[src/rtl/ddr_if_pkg.sv]
// Shared definitions for the 14-bit DDR link gearboxes (2to5 receive, 5to2 transmit).
package ddr_if_pkg;

  localparam int unsigned WORD_W     = 14;
  localparam int unsigned TX_WORDS   = 5;
  localparam int unsigned LINE_WORDS = 2;

  typedef logic [WORD_W-1:0] word_t;

  localparam word_t SYNC_WORD = 14'h2A5C;

  typedef enum logic [1:0] {
    HUNT,
    VERIFY,
    LOCKED
  } align_state_t;

  function automatic logic is_sync(input word_t w);
    return w == SYNC_WORD;
  endfunction

endpackage

[src/rtl/ddr_if_gearbox_2to5.sv]
// 2-word to 5-word regrouping buffer with single-word slip.
// Optional slip strobe output when DDR_IF_2TO5_STATS_EN is defined.
module ddr_if_gearbox_2to5
  import ddr_if_pkg::*;
(
  input  logic                   clk,
  input  logic                   reset_n,
  input  word_t [LINE_WORDS-1:0] i_data,
  input  logic                   i_valid,
  input  logic                   i_slip_req,
  input  logic                   i_slip_clr,
  output word_t [TX_WORDS-1:0]   o_frame,
  output logic                   o_valid
`ifdef DDR_IF_2TO5_STATS_EN
  ,
  output logic                   o_slip_done
`endif
);

  localparam int unsigned BUF_WORDS = TX_WORDS + 1;

  word_t [BUF_WORDS-1:0] r_buf;
  word_t [BUF_WORDS-1:0] w_buf;
  word_t [BUF_WORDS-1:0] w_rest;
  word_t [TX_WORDS-1:0]  r_frame;
  logic  [2:0]           r_cnt;
  logic  [2:0]           w_cnt;
  logic  [2:0]           w_rest_cnt;
  logic                  r_valid;
  logic                  r_slip_pend;
  logic                  w_slip;
  logic                  w_do_slip;
  logic                  w_emit;

  // Append, then drop, then emit test on the post-drop count, all within one beat.
  always_comb begin
    w_slip     = (r_slip_pend | i_slip_req) & ~i_slip_clr;
    w_buf      = r_buf;
    w_cnt      = r_cnt;
    w_do_slip  = 1'b0;
    if (i_valid) begin
      for (int unsigned i = 0; i < BUF_WORDS; i++) begin
        if (3'(i) == r_cnt)         w_buf[i] = i_data[0];
        if (3'(i) == r_cnt + 3'd1)  w_buf[i] = i_data[1];
      end
      w_cnt = r_cnt + 3'd2;
      if (w_slip) begin
        for (int unsigned i = 0; i < BUF_WORDS - 1; i++) begin
          w_buf[i] = w_buf[i+1];
        end
        w_buf[BUF_WORDS-1] = '0;
        w_cnt     = w_cnt - 3'd1;
        w_do_slip = 1'b1;
      end
    end
    w_emit     = i_valid && (w_cnt >= 3'(TX_WORDS));
    w_rest     = w_buf;
    w_rest_cnt = w_cnt;
    if (w_emit) begin
      w_rest     = '0;
      w_rest[0]  = w_buf[TX_WORDS];
      w_rest_cnt = w_cnt - 3'(TX_WORDS);
    end
  end

  always_ff @(posedge clk or negedge reset_n) begin
    if (!reset_n) begin
      r_buf       <= '0;
      r_cnt       <= '0;
      r_slip_pend <= 1'b0;
      r_frame     <= '0;
      r_valid     <= 1'b0;
    end else begin
      r_buf       <= w_rest;
      r_cnt       <= w_rest_cnt;
      r_slip_pend <= w_slip & ~w_do_slip;
      r_valid     <= w_emit;
      if (w_emit) r_frame <= w_buf[TX_WORDS-1:0];
    end
  end

  assign o_frame = r_frame;
  assign o_valid = r_valid;

`ifdef DDR_IF_2TO5_STATS_EN
  assign o_slip_done = w_do_slip;
`endif

endmodule

[src/rtl/ddr_if_2to5.sv]
// Receive gearbox top: 2-word DDR beats to 5-word frames with SYNC_WORD alignment FSM.
// Define DDR_IF_2TO5_STATS_EN to add slip_count / frame_count outputs.
module ddr_if_2to5 #(
  parameter int unsigned WORD_W     = 14,
  parameter int unsigned LOCK_COUNT = 4,
  parameter int unsigned SLIP_WAIT  = 2
) (
  input  logic                   clk,
  input  logic                   reset_n,
  input  logic [1:0][WORD_W-1:0] data_in,
  input  logic                   in_valid,
  input  logic                   train,
  input  logic                   relock,
  output logic [4:0][WORD_W-1:0] data_out,
  output logic                   out_valid,
  output logic                   locked
`ifdef DDR_IF_2TO5_STATS_EN
  ,
  output logic [15:0]            slip_count,
  output logic [31:0]            frame_count
`endif
);
  import ddr_if_pkg::*;

  localparam int unsigned MC_W = $clog2(LOCK_COUNT + 2);
  localparam int unsigned WC_W = $clog2(SLIP_WAIT + 2);

  align_state_t          r_state;
  logic [MC_W-1:0]       r_match_cnt;
  logic [WC_W-1:0]       r_wait_cnt;
  logic                  r_slip_req;
  logic                  r_locked;
  logic [4:0][WORD_W-1:0] w_frame;
  logic                  w_valid;
`ifdef DDR_IF_2TO5_STATS_EN
  logic                  w_slip_done;
`endif

  ddr_if_gearbox_2to5 u_gearbox (
    .clk        (clk),
    .reset_n    (reset_n),
    .i_data     (data_in),
    .i_valid    (in_valid),
    .i_slip_req (r_slip_req),
    .i_slip_clr (relock),
    .o_frame    (w_frame),
    .o_valid    (w_valid)
`ifdef DDR_IF_2TO5_STATS_EN
    ,
    .o_slip_done(w_slip_done)
`endif
  );

  // Each emitted frame is judged the cycle it is presented; slip request is a 1-cycle pulse.
  always_ff @(posedge clk or negedge reset_n) begin
    if (!reset_n) begin
      r_state     <= HUNT;
      r_match_cnt <= '0;
      r_wait_cnt  <= '0;
      r_slip_req  <= 1'b0;
      r_locked    <= 1'b0;
    end else begin
      r_slip_req <= 1'b0;
      if (relock) begin
        r_state     <= HUNT;
        r_match_cnt <= '0;
        r_wait_cnt  <= '0;
        r_locked    <= 1'b0;
      end else if (w_valid && train) begin
        case (r_state)
          HUNT: begin
            if (r_wait_cnt != '0) begin
              r_wait_cnt <= r_wait_cnt - WC_W'(1);
            end else if (is_sync(w_frame[0])) begin
              if (LOCK_COUNT <= 1) begin
                r_state  <= LOCKED;
                r_locked <= 1'b1;
              end else begin
                r_state     <= VERIFY;
                r_match_cnt <= MC_W'(1);
              end
            end else begin
              r_slip_req <= 1'b1;
              r_wait_cnt <= WC_W'(SLIP_WAIT);
            end
          end
          VERIFY: begin
            if (is_sync(w_frame[0])) begin
              if (r_match_cnt == MC_W'(LOCK_COUNT - 1)) begin
                r_state  <= LOCKED;
                r_locked <= 1'b1;
              end else begin
                r_match_cnt <= r_match_cnt + MC_W'(1);
              end
            end else begin
              r_state     <= HUNT;
              r_match_cnt <= '0;
              r_slip_req  <= 1'b1;
              r_wait_cnt  <= WC_W'(SLIP_WAIT);
            end
          end
          default: ;
        endcase
      end
    end
  end

  assign data_out  = w_frame;
  assign out_valid = w_valid;
  assign locked    = r_locked;

`ifdef DDR_IF_2TO5_STATS_EN
  always_ff @(posedge clk or negedge reset_n) begin
    if (!reset_n) begin
      slip_count  <= '0;
      frame_count <= '0;
    end else if (relock) begin
      slip_count  <= '0;
      frame_count <= '0;
    end else begin
      if (w_slip_done && slip_count != '1) slip_count <= slip_count + 16'd1;
      if (w_valid) frame_count <= frame_count + 32'd1;
    end
  end
`endif

endmodule
[config.mk]
export PLATFORM = sky130hd
export DESIGN_NAME = ddr_if_2to5
export DESIGN_NICKNAME = d
export VERILOG_FILES = /design/src/rtl/ddr_if_pkg.sv /design/src/rtl/ddr_if_gearbox_2to5.sv /design/src/rtl/ddr_if_2to5.sv
export SDC_FILE = /design/constraint.sdc
export NUM_CORES = 1
export LEC_CHECK = 0
export ABC_AREA = 1
export CAP_MARGIN = 20
export CORE_ASPECT_RATIO = 0.9
export CORE_MARGIN = 1
export CORE_UTILIZATION = 58
export CTS_BUF_LIST = sky130_fd_sc_hd__clkbuf_4 sky130_fd_sc_hd__clkbuf_8 sky130_fd_sc_hd__clkbuf_16
export DETAILED_ROUTE_END_ITERATION = 7
export PLACE_DENSITY = 0.82
export SETUP_SLACK_MARGIN = 0.15
export SLEW_MARGIN = 30
export SYNTH_ARGS = -nofsm -noshare
export SYNTH_HDL_FRONTEND = slang
export SYNTH_SLANG_ARGS = --single-unit
[constraint.sdc]
create_clock -name clk -period 2.7 [get_ports clk]
set_input_delay 0.405 -clock clk [delete_from_list [all_inputs] [get_ports clk]]
set_output_delay 0.405 -clock clk [all_outputs]
set_load 0.01 [all_outputs]
After elaboration in Yosys (flattened, before gate mapping)
Cells that the tools add are included.

Add/subtract/negate cells: 6. Multiply operators: 0. Div/mod/pow operators: 0. Magnitude comparators: 1. Equality and inequality tests: 17. Shifts and indexed selects: 0. Mux-type cells: 49. Bitwise operators: 5. Reduce and logical (&&, ||, !) cells: 15.

Operators with widths (count): two-way mux 84 bit (3); two-way mux 14 bit (12); two-way mux 3 bit (9); two-way mux 2 bit (10); equality test 14 bit, second input constant (1); equality test 2 x 3 -> 1 bit, first input constant (4); equality test 3 bit, first input constant (4); two-way mux 1 bit (11); AND reduction 5 bit (2); nonzero test 2 bit (5); inequality test 4 bit, second input constant (2); case mux 2 bit (2 select lines) (2); adder 3 x 1 -> 3 bit, second input constant (2); equality test 1 x 3 -> 1 bit, first input constant (2); logical NOT 3 bit (2); inequality test 3 bit, second input constant (2); case mux 3 bit (2 select lines) (1); AND reduction 4 bit (1); adder 3 x 2 -> 3 bit, second input constant (1); equality test 3 x 2 -> 1 bit, second input constant (1); >= comparator 3 bit, second input constant (1); nonzero test 3 bit (1); subtractor 3 x 1 -> 3 bit, second input constant (1); subtractor 3 bit, second input constant (1); 9 further kinds (12).

Register bits after elaboration: 168. Latch bits: 0. RAM bits: 0. Bits in read-only memories: 0. Memories: 0.

Longest topological paths before layout
Gate-level depths: netlist (run 1).

Depth in word-level cells: 7. Mapped depth: 14.

By module
Synthesis (run 1) repeated with hierarchy kept, for this count alone.

Cells, all modules: 1570. Area total of the unflattened synthesis: 10672.7 µm².

Modules (own cells, without submodules): ddr_if_gearbox_2to5 (times used 1, cells an instance 1461, area each 9910.8 µm², seq. area each 3978.8 µm²); ddr_if_2to5 (times used 1, cells an instance 109, area each 762.0 µm², seq. area each 225.2 µm²).

Worst setup path after synthesis (run 1)
No wires, ideal clock.

Path kind: in2reg. Start: in in_valid. End: reg u_gearbox.r_cnt[0]. Arrival: 2.018 ns. Data required time: 2.583 ns. Path slack: 0.566 ns. Stages: 13. Path buffers: 4. Path through: buf_2 > inv_2 > nor2_2 > xor2_1 > inv_1 > ha_1 > nor2_1 > nor2_2 > buf_4 > buf_6 > buf_6 > nand3_1 > nand2_1.

Cells in the longest elaborated chain, start to end: 4.

RTL lines: start: declaration (RTL line ddr_if_2to5.sv:11) `input logic in_valid,`; two-way mux 3 bit (RTL line ddr_if_gearbox_2to5.sv:41) `if (i_valid) begin`; >= comparator 3 bit (RTL line ddr_if_gearbox_2to5.sv:56) `w_emit = i_valid && (w_cnt >= 3'(TX_WORDS));`; logical AND 1 bit (RTL line ddr_if_gearbox_2to5.sv:56); two-way mux 3 bit * (RTL line ddr_if_gearbox_2to5.sv:59) `if (w_emit) begin`; via u_gearbox.w_rest_cnt[0] (RTL line ddr_if_gearbox_2to5.sv:28) `logic [2:0] w_rest_cnt;`; end signal: assignment (RTL line ddr_if_gearbox_2to5.sv:75) `r_cnt <= w_rest_cnt;`; end: declaration (RTL line ddr_if_gearbox_2to5.sv:26) `logic [2:0] r_cnt;`.

Mark *: on every way through the listed nets, which the timed path passes. The rest lies on a longest branch. A chain may end at the register's enable or synchronous reset.

==> out/metrics.cfg, run 1 <==
[synth]
avgSynthCellArea_um2 = 6.94
ys_seq_area_frac = 0.428
synth_top_family_by_area = simple AND/OR/NAND/NOR gates
ys_ff_latch = 168
synthAdderAreaFrac = 0.0140
netlist_area_um2 = 9810
ys_types = 28
synth_compound_area_frac = 0.0464
syn_inst = 1413
synth_xor_area_frac = 0.000893
synth_nets = 1457
yosys.area_share.simple = 0.441
ys_warn_count = 0
synthMuxAreaShare = 0

[worst_setup_path]
r2r_slack_ns = 0.26
cp-end-kind = flop
worstPathRequired_ns = 3.03
r2r_cells = 9
worstPathArrival_ns = 2.77
path_class = flop to flop
worstPathMaxFanout = 28
start_kind = flop

[drt]
ant_nets = 0
vias = 10506
firstDrtPassIters = 8
drt_first_iter_violations = 1805
drc_errors = 9
vias_per_cell = 6.17
drt-total-wl_um = 33100
post_drt_wl_per_cell_um = 19.4

[layout]
fillers = 1363
layout.nets = 1529
drive_gt1_frac = 0.0554
diodes = 0
final_common_cell = nand2_1
final_cell_mix = nand2_1, nand3_1, dfrtp_1
syn_to_final_growth_pct = 19.9

[sta]
fin_setup_tns_ns = 0
max_freq_ghz = 0.411
hold_viol = 0
final.period_utilization = 0.902
slew_headroom = 0.328
fin_skew_ns = 0.00999
setup_viol = 0
worst_slew_pin_slew_ns = 1.01
grt_setup_unrepaired = false
period_minus_slack_ns = 2.44
whs_ns = 0.468
setup_slack_ns = 0.265
drv_slew = 0

[run_status]
violations = design-rule violations
status = finished, violations left

[clock_network]
cts.htree.levels = 4
cts_root_buf = clkbuf_16
cts_buffers = 17
ctsLongestPathBuffers = 2
cts_num_sinks = 168
cts_tree = yes
worst_skew_pair.late_latency_ns = 0.44
clk_pin_slew_worst_paths_ns = 0.07

[global_routing]
grt_max_degree = 129
antenna_found_initial = 0
track_usage = 0.377
grt_pass1_vias = 9369
met1_usage = 0.510
gr-max-usage-layer = met2
grt_use_met3 = 0.113
grt_pass1_wl_um = 50700
overflow = 0
grtUsageMet2 = 0.541

[pwr]
leakagePower_nw = 5.87
cellPowerDensity_nw_per_um2 = 1190
ir_worst_vdd_mv = 0.765

[hold_path]
whs_path_depth = 2
worstHoldPathType = flop to flop

[floorplan]
initial_core_util = 0.600
core_um2 = 16400
die_height_um = 125
rows = 44
ios = 105
die_area_um2 = 17400
die_w_um = 139

[place]
dpl.hpwl_um = 20300
post-place-ws_ns = 0.0134
gp_routability_congestion = 0.934
io_buffers = 104

[run]
maxCapViolations = 0

==> flip-flops by register name (all words and copies together), names as in the netlist <==
| signal | count |
|---|---|
| u_gearbox.r_slip_pend | 1 |
| r_slip_req | 1 |
| u_gearbox.r_buf | 84 |
| u_gearbox.r_cnt | 3 |
| r_wait_cnt | 2 |
| r_match_cnt | 3 |
| u_gearbox.o_valid | 1 |
| locked | 1 |
| r_state | 2 |
| u_gearbox.o_frame | 70 |
==> critical path, stage by stage (launching register included) <==
cell      delay, ns
dfrtp_2        0.46
ha_1           0.21
ha_1           0.35
nand2_1        0.09
buf_4          0.28
nor2_1         0.07
a31oi_1        0.25
nand2_1        0.14
nand3_1        0.21
a21boi_0       0.25
==> cell usage after synthesis, drive strengths merged <==
| library cell | number | area, um2 |
|---|---|---|
| nand2 | 578 | 2170 |
| nand3 | 363 | 1820 |
| dfrtp | 168 | 4200 |
| inv | 65 | 244 |
| buf | 60 | 320 |
| nor2 | 46 | 178 |
| a21boi | 42 | 315 |
| clkbuf | 30 | 114 |
| a31oi | 14 | 87.6 |
| and2 | 14 | 87.6 |
| ha | 11 | 138 |
| o21ai | 7 | 35.0 |
| nand4 | 5 | 31.3 |
| a21oi | 2 | 10.0 |
| nand3b | 2 | 15.0 |
| nor3 | 2 | 10.0 |
| or2 | 2 | 12.5 |
| a22oi | 1 | 7.51 |
| xor2 | 1 | 8.76 |
==> final timing paths <==
path	to	start
max in group asynchronous	u_gearbox.o_frame[39]	reset_n
hold / removal	u_gearbox.o_frame[19]	u_gearbox.o_frame[19]
hold reg to reg	u_gearbox.o_frame[19]	u_gearbox.o_frame[19]
setup / recovery	u_gearbox.r_buf[31]	u_gearbox.r_cnt[1]
min in group asynchronous	u_gearbox.o_frame[6]	reset_n
setup reg to reg	u_gearbox.r_buf[31]	u_gearbox.r_cnt[1]
==> routing by layer <==
layer / share of wire / up-vias / routed length, um
met4: 0.059 / 0 / 1970
li1: - / 4746 / -
met2: 0.42 / 806 / 14100
met1: 0.38 / 4769 / 12600
met5: 0 / - / 0
met3: 0.14 / 185 / 4480
==> metrics by stage <==
step	cell area (um2)	util	cells	total power, mW
floorplan	9810	-	1413	8.62
global placement	11100	0.677	1669	10.8
CTS	11700	0.715	1701	13.7
global route	11800	0.720	1704	14.8
finish	11800	0.720	1704	14.0
detailed placement	11100	0.677	1669	11.0
==> power breakdown <==
group	total (mW)	internal, mW	switching, mW	leakage, nW
Combinational	7.29	2.74	4.55	3.39
Clock	2.64	1.56	1.08	0.305
Sequential	4.10	3.51	0.584	2.18
Total	14.0	7.81	6.21	5.87
==> cell families after synthesis <==
kind of cell,count (synthesis)
DFF,168
adders and majority gates,11
and+or+nand+nor,1012
AOI/OAI and AO/OA,66
buffers and inverters,155
xor gates and xnor gates,1
==> final cells by class <==
class / count / area, um2 / share of cell area
multi-input cells: 1090 / 4950 / 0.421
flip-flops and latches: 168 / 4210 / 0.357
repair buffers: 143 / 1480 / 0.126
clock buffers: 17 / 425 / 0.0362
well taps: 207 / 259 / 0.0220
inverters: 65 / 248 / 0.0211
clock inverters: 14 / 195 / 0.0166
==> what timing repair did <==
| item | in CTS | in global routing |
|---|---|---|
| gates resized for setup | 0 | 7 |
| endpoints found under the setup margin | 0 | 62 |
| endpoints found under the hold margin | 58 | 0 |
| buffers inserted | 0 | 1 |
| hold buffers | 1 | 0 |
No activity file was read; power rests on OpenSTA's default activity.
==> run 2, diff against run 1 <==
Clock period 2.7 ns to 2.45 ns, I/O delays scaled along.
==> run 2 against run 1 <==
The run still ends with design-rule violations left. Via count up 1.6%. Core utilization up 1.7 points. First-iteration DRC count up 1.9%. Critical endpoint is now u_gearbox.r_buf[70]. Largest power group unchanged.
==> out/metrics.cfg, run 2 (synthesis results as in run 1) <==
[global_routing]
track_usage = 0.382  ; +0.00563
grt_pass1_vias = 9524  ; +1.7%
antenna_found_initial = 0  ; unchanged
grt_pass1_wl_um = 51400  ; +1.4%
grt_max_degree = 71  ; -45%
overflow = 0  ; unchanged

[layout]
final_cell_mix = nand2_1, nand3_1, dfrtp_1
diodes = 0  ; unchanged
drive_gt1_frac = 0.0779  ; +0.0224
syn_to_final_growth_pct = 22.7
multi_input_area_um2 = 5030  ; +1.5%
layout.nets = 1546  ; +1.1%
top_register = u_gearbox.r_buf
final_common_cell = nand2_1
largest_reg_flops = 84  ; unchanged
seq_area_um2 = 4210  ; unchanged
fillers = 1274  ; -6.5%

[drt]
vias = 10674  ; +1.6%
firstDrtPassIters = 8  ; unchanged
vias_per_cell = 6.20  ; +0.54%
drc_errors = 9  ; unchanged
drt_first_iter_violations = 1839  ; +1.9%
post_drt_wl_per_cell_um = 19.8  ; +1.8%
ant_nets = 0  ; unchanged
drt-total-wl_um = 34100  ; +2.9%

[floorplan]
die_area_um2 = 17400  ; unchanged
die_w_um = 139  ; unchanged
ios = 105  ; unchanged
initial_core_util = 0.600  ; unchanged
rows = 44  ; unchanged
core_um2 = 16400  ; unchanged
die_height_um = 125  ; unchanged

[clock_network]
cts.htree.levels = 4  ; unchanged
cts_tree = yes
clk_pin_slew_worst_paths_ns = 0.07  ; about the same
cts_num_sinks = 168  ; unchanged
cts_buffers = 17  ; unchanged
worst_skew_pair.late_latency_ns = 0.45  ; about the same
ctsLongestPathBuffers = 2  ; unchanged
cts_root_buf = clkbuf_16

[sta]
slew_headroom = 0.554  ; +0.226
drv_slew = 0  ; unchanged
period_minus_slack_ns = 2.26  ; -0.179 ns
setup_viol = 0  ; unchanged
fin_skew_ns = 0.00999  ; +0.00000349 ns
grt_setup_unrepaired = false
worst_slew_pin_slew_ns = 0.668  ; -0.339 ns
final.period_utilization = 0.921  ; +0.0190
hold_viol = 0  ; unchanged
max_freq_ghz = 0.443  ; +7.9%
whs_ns = 0.470  ; +0.00211 ns
fin_setup_tns_ns = 0  ; unchanged

[hold_path]
worstHoldPathType = flop to flop
min_from = u_gearbox.o_frame[30]

[worst_setup_path]
worstPathMaxFanout = 7  ; -75%
worstPathRequired_ns = 2.81  ; -0.22 ns
cp-end-kind = flop
crit_start = u_gearbox.r_cnt[1]
worstPathArrival_ns = 2.61  ; -0.16 ns
rr_startpoint = u_gearbox.r_cnt[1]
start_kind = flop
path_class = flop to flop

[pwr]
cellPowerDensity_nw_per_um2 = 1310  ; +10%
pwr-share-seq = 0.285  ; -0.007
internal_power_mw = 8.78  ; +12%
clockPowerShare = 0.184  ; -0.004
leakagePower_nw = 5.97  ; +1.5%
p_total_mw = 15.8  ; +13%
p_sw_frac = 0.445  ; +0.00170
power_switching_mw = 7.04  ; +13%
ir_worst_vdd_mv = 0.660  ; -14%
combPwrFrac = 0.531  ; +0.011

[place]
io_buffers = 104  ; unchanged
gp_routability_congestion = 0.931  ; -0.30%
dpl.hpwl_um = 21100  ; +4.0%

[run]
maxCapViolations = 0  ; unchanged

[run_status]
violations = design-rule violations
status = finished, violations left

[run 2: final cells by class]
class,count,area share
Clock buffer,18,0.0365
Inverter,65,0.0215
Clock inverter,14,0.0156
Tap cell,207,0.0215
Timing Repair inverter,1,0.000623
Multi-Input combinational cell,1091,0.417
Sequential cell,168,0.349
Timing Repair Buffer,158,0.138
[run 2: final timing paths]
check / slack (ns) / endpoint / cells after the start
max: 0.19 / u_gearbox.r_buf[70] / 12
min: 0.47 / u_gearbox.o_frame[30] / 2
max reg2reg: 0.19 / u_gearbox.r_buf[70] / 12
min reg2reg: 0.47 / u_gearbox.o_frame[30] / 2
max in group asynchronous: 1.19 / u_gearbox.r_buf[39] / 3
min in group asynchronous: 0.49 / u_gearbox.o_frame[7] / 2
[run 2: metal layers]
layer  share of wire  up-vias  global-route usage
met5               0        -                   0
met4           0.059        0               0.229
met3            0.12      172              0.0969
met2            0.43      786               0.555
met1            0.39     4937               0.517
li1                -     4779                   -
[run 2: power by group through the flow]
stage / clock [mW] / sequential (mW) / combinational (mW)
floorplan: 0 / 4.61 / 4.88
global placement: 0 / 4.49 / 7.52
detailed placement: 0 / 4.51 / 7.75
CTS: 2.90 / 4.48 / 7.82
global route: 3.02 / 4.62 / 9.13
finish: 2.91 / 4.51 / 8.40
[run 2: timing repair]
| action | in CTS | in global routing |
|---|---|---|
| hold endpoints to repair | 64 | 0 |
| resized for setup | 3 | 35 |
| endpoints found under the setup margin | 4 | 155 |
| pin swaps | 0 | 4 |
| hold buffers | 1 | 0 |
| setup buffers | 0 | 2 |
| gates cloned | 0 | 4 |
[run 2: worst max-delay path, cell delays in order (launching register included)]
cell and delay [ns]:
dfrtp_2 0.44, inv_1 0.07, ha_1 0.28, nand4_1 0.11, nand3_2 0.10, inv_1 0.07
ha_1 0.23, nor2_2 0.14, nor2_4 0.06, buf_12 0.17, nand2_8 0.12, clkinvlp_4 0.20
nor2_1 0.17
[run 2: through the flow]
| stage | worst slack (ns) | instance area, um2 | cells | utilization |
|---|---|---|---|---|
| after floorplan | 0.353 | 9810 | 1413 | - |
| after global placement | 0.00644 | 11200 | 1683 | 0.684 |
| after detailed placement | -0.0470 | 11200 | 1683 | 0.684 |
| after CTS | 0.158 | 11800 | 1716 | 0.723 |
| after global routing | 0.0853 | 12000 | 1722 | 0.737 |
| final | 0.194 | 12000 | 1722 | 0.737 |
